===== config.mk =====
export PLATFORM = sky130hd
export DESIGN_NAME = memory_issue_queue
export DESIGN_NICKNAME = d
export VERILOG_FILES = /design/src/rtl/memory_issue_queue.sv
export SDC_FILE = /design/constraint.sdc
export NUM_CORES = 1
export LEC_CHECK = 0
export BUFFER_PORTS_ARGS = -buffer_cell sky130_fd_sc_hd__buf_2
export CAP_MARGIN = 20
export CORE_MARGIN = 2
export CORE_UTILIZATION = 33
export DETAILED_ROUTE_END_ITERATION = 6
export GPL_ROUTABILITY_DRIVEN = 0
export HOLD_SLACK_MARGIN = 0.15
export PLACE_DENSITY = 0.57
export SYNTH_ARGS = -nofsm -noshare
export SYNTH_HDL_FRONTEND = slang
export SYNTH_SLANG_ARGS = --single-unit
export TNS_END_PERCENT = 5

===== constraint.sdc =====
create_clock -name clock_i -period 4.3 [get_ports clock_i]
set_input_delay 0.86 -clock clock_i [delete_from_list [all_inputs] [get_ports clock_i]]
set_output_delay 0.86 -clock clock_i [all_outputs]
set_load 0.05 [all_outputs]

===== src/rtl/memory_issue_queue.sv =====
// memory_issue_queue: FIFO issue stage between execute and the data memory port.
// Load/store requests are queued with precomputed byte enables and lane-replicated
// store data. The head entry is presented on registered memory_* outputs and held
// until memory_ready_i.
//
// Optional feature macro: MEMORY_ISSUE_QUEUE_MISALIGN_CHECK_EN
//   defined   -> misaligned requests are dropped and misaligned_o pulses for one cycle
//   undefined -> misaligned_o is always 0 and every request is enqueued
//
// Ports:
//   clock_i          rising-edge clock
//   reset_i          asynchronous active-low reset
//   load_i/store_i   request strobes (store wins if both are set)
//   address_i        byte address
//   store_data_i     right-justified store value
//   log2_bytes_i     access size = 2^log2_bytes_i bytes
//   issue_ready_o    queue not full
//   misaligned_o     one-cycle pulse for a rejected misaligned request
//   queue_count_o    occupancy 0..QUEUE_DEPTH
//   memory_*_o       head entry (idle values when empty)
//   memory_ready_i   memory accepts the head entry on this edge
//   scan_i           simulation-only debug print enable
module memory_issue_queue #(
  parameter int CORE            = 0,
  parameter int DATA_WIDTH      = 32,
  parameter int ADDRESS_BITS    = 20,
  parameter int QUEUE_DEPTH     = 4,
  parameter int SCAN_CYCLES_MIN = 0,
  parameter int SCAN_CYCLES_MAX = 1000,
  localparam int unsigned NUM_BYTES      = DATA_WIDTH / 8,
  localparam int unsigned LOG2_NUM_BYTES = $clog2(NUM_BYTES),
  localparam int unsigned PTR_W          = $clog2(QUEUE_DEPTH),
  localparam int unsigned CNT_W          = PTR_W + 1
) (
  input  logic                      clock_i,
  input  logic                      reset_i,
  input  logic                      load_i,
  input  logic                      store_i,
  input  logic [ADDRESS_BITS-1:0]   address_i,
  input  logic [DATA_WIDTH-1:0]     store_data_i,
  input  logic [LOG2_NUM_BYTES-1:0] log2_bytes_i,
  output logic                      issue_ready_o,
  output logic                      misaligned_o,
  output logic [CNT_W-1:0]          queue_count_o,
  output logic                      memory_read_o,
  output logic                      memory_write_o,
  output logic [NUM_BYTES-1:0]      memory_byte_en_o,
  output logic [ADDRESS_BITS-1:0]   memory_address_o,
  output logic [DATA_WIDTH-1:0]     memory_data_o,
  input  logic                      memory_ready_i,
  input  logic                      scan_i
);

  // Queue storage
  logic                    st_mem_q   [QUEUE_DEPTH];
  logic [ADDRESS_BITS-1:0] addr_mem_q [QUEUE_DEPTH];
  logic [NUM_BYTES-1:0]    be_mem_q   [QUEUE_DEPTH];
  logic [DATA_WIDTH-1:0]   data_mem_q [QUEUE_DEPTH];

  logic [PTR_W-1:0]        rd_ptr_q, rd_ptr_d;
  logic [PTR_W-1:0]        wr_ptr_q, wr_ptr_d;
  logic [CNT_W-1:0]        count_q, count_d;
  logic                    issue_ready_q, issue_ready_d;
  logic                    misaligned_q, misaligned_d;
  logic                    read_q, read_d;
  logic                    write_q, write_d;
  logic [NUM_BYTES-1:0]    byte_en_q, byte_en_d;
  logic [ADDRESS_BITS-1:0] address_q, address_d;
  logic [DATA_WIDTH-1:0]   data_q, data_d;

  logic                    push_c;
  logic                    pop_c;
  logic [NUM_BYTES-1:0]    new_be_c;
  logic [DATA_WIDTH-1:0]   new_data_c;

  // Byte enables and lane-replicated data for the incoming request
  always_comb begin
    int size;
    int lo;
    int src;
    new_be_c   = '0;
    new_data_c = '0;
    size = 1 << int'(log2_bytes_i);
    lo   = int'(address_i[LOG2_NUM_BYTES-1:0]);
    for (int i = 0; i < int'(NUM_BYTES); i++) begin
      if (size >= int'(NUM_BYTES)) begin
        new_be_c[i] = 1'b1;
        src = i;
      end else begin
        // Shifted mask truncated at the top lane
        new_be_c[i] = (i >= lo) && (i < lo + size);
        src = i % size;
      end
      new_data_c[8*i +: 8] = store_data_i[8*src +: 8];
    end
  end

  // Push/pop decisions, pointers, count and next head view
  always_comb begin
    logic req;
    logic full;
    req           = load_i | store_i;
    full          = (count_q == CNT_W'(QUEUE_DEPTH));
    push_c        = 1'b0;
    misaligned_d  = 1'b0;
    pop_c         = (count_q != '0) && memory_ready_i;
    rd_ptr_d      = rd_ptr_q;
    wr_ptr_d      = wr_ptr_q;
    count_d       = count_q;
    read_d        = 1'b0;
    write_d       = 1'b0;
    byte_en_d     = '1;
    address_d     = '0;
    data_d        = '0;

`ifdef MEMORY_ISSUE_QUEUE_MISALIGN_CHECK_EN
    begin
      logic [ADDRESS_BITS-1:0] align_mask;
      logic                    misalign;
      for (int i = 0; i < ADDRESS_BITS; i++) begin
        align_mask[i] = (i < int'(log2_bytes_i));
      end
      misalign     = |(address_i & align_mask);
      push_c       = req && !full && !misalign;
      misaligned_d = req && !full && misalign;
    end
`else
    push_c = req && !full;
`endif

    if (push_c) wr_ptr_d = wr_ptr_q + PTR_W'(1);
    if (pop_c)  rd_ptr_d = rd_ptr_q + PTR_W'(1);
    case ({push_c, pop_c})
      2'b10:   count_d = count_q + CNT_W'(1);
      2'b01:   count_d = count_q - CNT_W'(1);
      default: count_d = count_q;
    endcase
    issue_ready_d = (count_d != CNT_W'(QUEUE_DEPTH));

    // New head is the incoming entry when it lands at the post-edge read pointer
    if (count_d != '0) begin
      if (push_c && (rd_ptr_d == wr_ptr_q)) begin
        read_d    = !store_i;
        write_d   = store_i;
        byte_en_d = new_be_c;
        address_d = address_i;
        data_d    = new_data_c;
      end else begin
        read_d    = !st_mem_q[rd_ptr_d];
        write_d   = st_mem_q[rd_ptr_d];
        byte_en_d = be_mem_q[rd_ptr_d];
        address_d = addr_mem_q[rd_ptr_d];
        data_d    = data_mem_q[rd_ptr_d];
      end
    end
  end

  // Entry storage; contents are only meaningful between the pointers, so no reset
  always_ff @(posedge clock_i) begin
    if (push_c) begin
      st_mem_q[wr_ptr_q]   <= store_i;
      addr_mem_q[wr_ptr_q] <= address_i;
      be_mem_q[wr_ptr_q]   <= new_be_c;
      data_mem_q[wr_ptr_q] <= new_data_c;
    end
  end

  // Control state and registered head outputs
  always_ff @(posedge clock_i or negedge reset_i) begin
    if (!reset_i) begin
      rd_ptr_q      <= '0;
      wr_ptr_q      <= '0;
      count_q       <= '0;
      issue_ready_q <= 1'b1;
      misaligned_q  <= 1'b0;
      read_q        <= 1'b0;
      write_q       <= 1'b0;
      byte_en_q     <= '1;
      address_q     <= '0;
      data_q        <= '0;
    end else begin
      rd_ptr_q      <= rd_ptr_d;
      wr_ptr_q      <= wr_ptr_d;
      count_q       <= count_d;
      issue_ready_q <= issue_ready_d;
      misaligned_q  <= misaligned_d;
      read_q        <= read_d;
      write_q       <= write_d;
      byte_en_q     <= byte_en_d;
      address_q     <= address_d;
      data_q        <= data_d;
    end
  end

  assign issue_ready_o    = issue_ready_q;
  assign misaligned_o     = misaligned_q;
  assign queue_count_o    = count_q;
  assign memory_read_o    = read_q;
  assign memory_write_o   = write_q;
  assign memory_byte_en_o = byte_en_q;
  assign memory_address_o = address_q;
  assign memory_data_o    = data_q;

`ifndef SYNTHESIS
  // Debug trace, simulation only
  int cycle_q;

  always_ff @(posedge clock_i or negedge reset_i) begin
    if (!reset_i) cycle_q <= 0;
    else          cycle_q <= cycle_q + 1;
  end

  always_ff @(posedge clock_i) begin
    if (scan_i && (cycle_q >= SCAN_CYCLES_MIN) && (cycle_q <= SCAN_CYCLES_MAX)) begin
      $display("core=%0d cycle=%0d count=%0d rd_ptr=%0d wr_ptr=%0d head r=%b w=%b addr=%h be=%b data=%h",
               CORE, cycle_q, count_q, rd_ptr_q, wr_ptr_q, read_q, write_q,
               address_q, byte_en_q, data_q);
    end
  end
`endif

endmodule


Yosys cells after proc, flatten, opt, wreduce, memory -nomap -nowiden
Memory sizes are Yosys's and may differ from the RTL's.
Cells that the tools add are included.
{ "totals": {"input_bits": 60, "register_bits": 66, "memories": 4, "wordCells": 74, "output_inout_bits": 63, "mem_bits_rw": 228} }
{ "mem_list": {"columns": ["name", "words", "width", "rd", "rd_clocked_by_memory_dff", "wr", "line_no", "text"], "rows": [
  ["data_mem_q", 4, 32, 1, 0, 1, "58", "logic [DATA_WIDTH-1:0] data_mem_q [QUEUE_DEPTH];"],
  ["addr_mem_q", 4, 20, 1, 0, 1, "56", "logic [ADDRESS_BITS-1:0] addr_mem_q [QUEUE_DEPTH];"],
  ["be_mem_q", 4, 4, 1, 0, 1, "57", "logic [NUM_BYTES-1:0] be_mem_q [QUEUE_DEPTH];"],
  ["st_mem_q", 4, 1, 1, 0, 1, "55", "logic st_mem_q [QUEUE_DEPTH];"]
]} }
{ "op_classes": {"shifts": 5, "div": 4, "muxes": 22, "bitwise": 1, "reduce_logical": 11, "n_eq_ne": 5, "addsub": 5, "magnitude_cmp": 8} }
{ "ops": {"columns": ["cell", "count"], "rows": [
  ["$shiftx 32x32->8", 4],
  ["$mux 29", 4],
  ["$lt 3x32->1 const A", 2],
  ["$mod 3x32->32 const A", 2],
  ["$mux 32", 2],
  ["$mux 20", 2],
  ["$add 3x32->32", 1],
  ["$ge 32x4->1 const B", 1],
  ["$lt 1x32->1 const A", 1],
  ["$lt 2x32->1 const A", 1],
  ["$mod 1x32->32 const A", 1],
  ["$mod 2x32->32 const A", 1],
  ["$shl 1x2->32 const A", 1],
  ["$mux 1", 10],
  ["$mux 4", 2],
  ["$logic_and 1x1->1", 6],
  ["$pmux 3 s2", 1],
  ["$reduce_bool 3->1", 2],
  ["$add 2x1->2 const B", 2],
  ["$ge 1x2->1 const A", 2],
  ["$add 3x1->3 const B", 1],
  ["$eq 3x3->1 const B", 1],
  ["$logic_not 1->1", 3],
  ["$ne 3x3->1 const B", 1],
  ["other kinds (7)", 7]
]} }

Logic depth before layout (Yosys ltp)
{ "depth": {"word_depth": 7, "depth_mapped": 13, "mapped_depth_nobuf": 11} }

Least setup slack after synthesis
Ideal clock, no wire load.
{ "synth_path": {"path_kind": "input-to-reg", "startpoint": "in log2_bytes_i[0]", "endpoint": "reg data_q[17] (netlist: memory_data_o[17])", "slack_ps": 932, "setup_ps": 67, "path_buffers": 2, "cell_stages": 11, "t_arrival_ps": 3301, "t_required_ps": 4233, "cell_sequence": "inv_1 -> ha_1 -> clkbuf_1 -> buf_2 -> inv_1 -> ha_1 -> or3_1 -> a311oi_1 -> a211oi_1 -> a311oi_1 -> a22o_1"} }
{ "synth_between": {"elab_chain_cells": 6, "elab_cells_between_ends": 7, "classes_between": "div: 1; order compare: 1; shift: 2; mux: 3"} }
{ "synth_rtl": {"columns": ["item", "line_no", "text"], "rows": [
  ["start, declared", "41", "input logic [LOG2_NUM_BYTES-1:0] log2_bytes_i,"],
  ["$shl 1x2->32 (*)", "83", "size = 1 << int'(log2_bytes_i);"],
  ["$mod 3x32->32 / $ge 32x4->1 (equally long branches)", "92, 86", null],
  ["$mux 29 (*)", "86", "if (size >= int'(NUM_BYTES)) begin"],
  ["$shiftx 32x32->8 (*)", "94", "new_data_c[8*i +: 8] = store_data_i[8*src +: 8];"],
  ["net new_data_c[17]", "74", "logic [DATA_WIDTH-1:0] new_data_c;"],
  ["$mux 32 (*)", "142", "if (push_c && (rd_ptr_d == wr_ptr_q)) begin"],
  ["$mux 32 (*)", "141", "if (count_d != '0) begin"],
  ["net data_d[17]", "69", "logic [DATA_WIDTH-1:0] data_q, data_d;"],
  ["end signal, assigned", "191", "data_q <= data_d;"],
  ["end, declared", "69", null]
]} }
The timed path passes the listed nets; every way through them passes the cells marked *.
A chain may end at the register's enable or synchronous reset.

Final worst setup path
{ "layout_path": {"startpoint": "in log2_bytes_i[1]", "endpoint": "reg data_q[17] (netlist: memory_data_o[17])"} }
The elaborated chain is that of the path after synthesis.

==> qor.yml <==
status:
  status: "completed"
place:
  placement.io_buffers: 120
  dp_hpwl_um: 16600
drt:
  vias: 6890
  dr.pass1.iters: 5
  ant_nets: 0
  drt-initial-drc-count: 359
  avgRoutedWirePerCell_um: 20.3
  routed_wl_um: 27900
  vias_per_cell: 5.01
  drc: 0
power_and_ir_drop:
  p_leak_nw: 5.53
  ir_drop_mv: 0.446
  powerDensity_nw_per_um2: 869
critical_path:
  reg2reg_depth: 13
  cp-end-kind: "register"
  worst-path-buf-inv: 4
  cp_data_required_time_ns: 4.80
  rr_startpoint: "queue_count_o[0]$_DFF_PN0_"
  cp_max_fo: 7
  criticalPathCategory: "primary input to register"
  startpoint_type: "primary input"
  cp_top_family: "compound AO/OA/AOI/OAI gates"
  cp.arrival_ns: 3.78
  r2r_setup_slack_ns: 1.10
  cp_slowest_cell: "a311oi_1"
  r2r_end: "memory_address_o[6]$_DFF_PN0_"
  critical-path-max-stage-delay_ns: 0.64
  path_cells: "buf_2, inv_1, ha_1, inv_1, ha_1, or3_1, a311oi_1, a211oi_1, buf_2, a311oi_1, a22o_1"
logic_synthesis:
  yosysTopAreaCell: "edfxtp_1"
  ys_ff_latch: 294
  ys_types: 53
  syn_nets: 826
  synth_warnings: 0
  synthFlopType: "edfxtp_1"
  synth-edff-count: 228
  postSynthAreaPerCell_um2: 16.4
  syn_inst: 745
  ys_seq_area_frac: 0.694
  async_flop_share: 0.224
  synth.area.top_cells: "edfxtp_1, dfrtp_1, mux4_2"
  syn_area_um2: 12300
  synth_top_area_share: 0.559
clocking:
  h-tree-depth: 1
  clkSinkCount: 294
  postCtsSetupBuffers: 0
  cts_tree: "built"
  cts_resized: 0
  cts-hold-fix-buffers: 0
  cts_buffer_depth: 3
  cts-root-buf: "clkbuf_16"
  worst_skew_pair.late_latency_ns: 0.57
  clk_pin_slew_ns: 0.06
  numCtsBuffers: 30
die:
  die_width_um: 197
  fp.dieH_um: 197
  start_util: 0.335
  io-pin-count: 123
  placementRows: 70
  dieArea_um2: 38700
  core_area_um2: 36600
grt:
  use_met2: 0.247
  antenna_found_initial: 3
  gr-usage-met1: 0.187
  grtUsageMet3: 0.0250
  grt_most_used_layer: "met2"
  grtUsageTotal: 0.144
  grt.overflow.total: 0
  grt_pass1_vias: 7136
  grt_pass1_wl_um: 42200
  grt_max_degree: 67
sta:
  finClkSkew_ns: 0.0223
  hold_viol: 0
  grt_setup_unrepaired: "false"
  worst_pin_slew_ns: 0.796
  maxSlewViolCount: 0
  timing.final.crit_period_ns: 3.28
  setup_viol: 0
  fin_tns_setup_ns: 0
  relSlewSlack: 0.466
  max_clock_freq_ghz: 0.305
  fin_crit_sh: 0.763
min_path:
  hold_class: "primary input to async pin"
layout:
  final_cell_mix: "edfxtp_1, buf_2, dfrtp_1, o21ai_0, mux2i_1"
  n_fill_cell: 3367
  fin_util: 0.396
  final_layout_size_suffix_gt1_frac: 0.312
  area_growth_pct: 18.4
  fin_nets: 963
  final_common_cell: "edfxtp_1"
flow_run:
  cap_violations: 0
per-stage QoR:
step | setup WS, ns | power [W] | hold slack, ns | cells | cell area, um2
after detailed placement | 0.360 | 0.0102 | 0.551 | 1316 | 13500
after global routing | 0.810 | 0.0133 | 0.247 | 1374 | 14500
final | 1.02 | 0.0126 | 0.238 | 1375 | 14500
after floorplan | 0.932 | 0.00863 | 0.523 | 745 | 12300
after CTS | 0.950 | 0.0128 | 0.496 | 1372 | 14500
after global placement | 0.426 | 0.0101 | 0.543 | 1316 | 13500
routing by layer:
layer | vias up | part of all wire
met3 | 44 | 0.044
li1 | 3151 | -
met4 | 4 | 0.021
met2 | 151 | 0.49
met1 | 3540 | 0.44
met5 | - | 0.00082
power breakdown:
group	total, W	internal, W	switching [W]
Combinational	0.00553	0.00200	0.00353
Clock	0.00257	0.00151	0.00106
Sequential	0.00451	0.00422	0.000287
Total	0.0126	0.00773	0.00488
worst max-delay path by stage:
stage / slack [ns] / from / endpoint / depth (start not counted)
floorplan: 0.93 / log2_bytes_i[0] / memory_data_o[17]$_DFF_PN0_ / 11
detailed placement: 0.36 / log2_bytes_i[1] / memory_data_o[19]$_DFF_PN0_ / 11
global placement: 0.43 / log2_bytes_i[1] / memory_data_o[19]$_DFF_PN0_ / 11
CTS: 0.95 / log2_bytes_i[1] / memory_data_o[19]$_DFF_PN0_ / 11
finish: 1.02 / log2_bytes_i[1] / memory_data_o[17]$_DFF_PN0_ / 11
global route: 0.81 / queue_count_o[0]$_DFF_PN0_ / memory_address_o[6]$_DFF_PN0_ / 12
cells by family after synthesis:
logic type / Yosys count / synth area share
xor gates and xnor gates: 7 / 0.00878
muxes: 109 / 0.131
DFF: 294 / 0.694
and+or+nand+nor: 131 / 0.0514
other: 1 / 0.000306
buffers and inverters: 57 / 0.0231
adders and majority gates: 21 / 0.0227
AOI/OAI and AO/OA: 125 / 0.0690
cells in the mapped netlist, types with 4 or more instances:
| cell | count |
|---|---|
| and2_1 | 14 |
| nor2_1 | 24 |
| mux4_1 | 4 |
| buf_2 | 10 |
| or3_1 | 5 |
| nand3_1 | 22 |
| a311oi_1 | 7 |
| inv_1 | 13 |
| clkbuf_1 | 25 |
| mux4_2 | 32 |
| dfrtp_1 | 61 |
| dfstp_2 | 5 |
| ha_1 | 19 |
| o21ai_0 | 55 |
| mux2_2 | 36 |
| edfxtp_1 | 228 |
| a211oi_1 | 4 |
| nor3_1 | 16 |
| a22o_1 | 33 |
| nand2_1 | 36 |
| mux2i_1 | 37 |
| a21oi_1 | 14 |
cell type report:
| type | count | area, um2 | area share |
|---|---|---|---|
| well taps | 468 | 586 | 0.0404 |
| repair buffers | 148 | 893 | 0.0616 |
| multi-input cells | 394 | 3480 | 0.240 |
| clock inverters | 14 | 133 | 0.00914 |
| diodes | 1 | 2.50 | 0.000172 |
| flip-flops and latches | 294 | 8500 | 0.586 |
| inverters | 14 | 53.8 | 0.00371 |
| clock buffers | 42 | 857 | 0.0591 |
sequential cells by signal (all words and copies together), names as in the netlist:
register / cells
memory_write_o: 1
st_mem_q: 4
issue_ready_o: 1
memory_data_o: 32
rd_ptr_q: 2
memory_byte_en_o: 4
wr_ptr_q: 2
queue_count_o: 3
memory_address_o: 20
memory_read_o: 1
data_mem_q: 128
be_mem_q: 16
addr_mem_q: 80
Power figures use the tool's default switching activity.
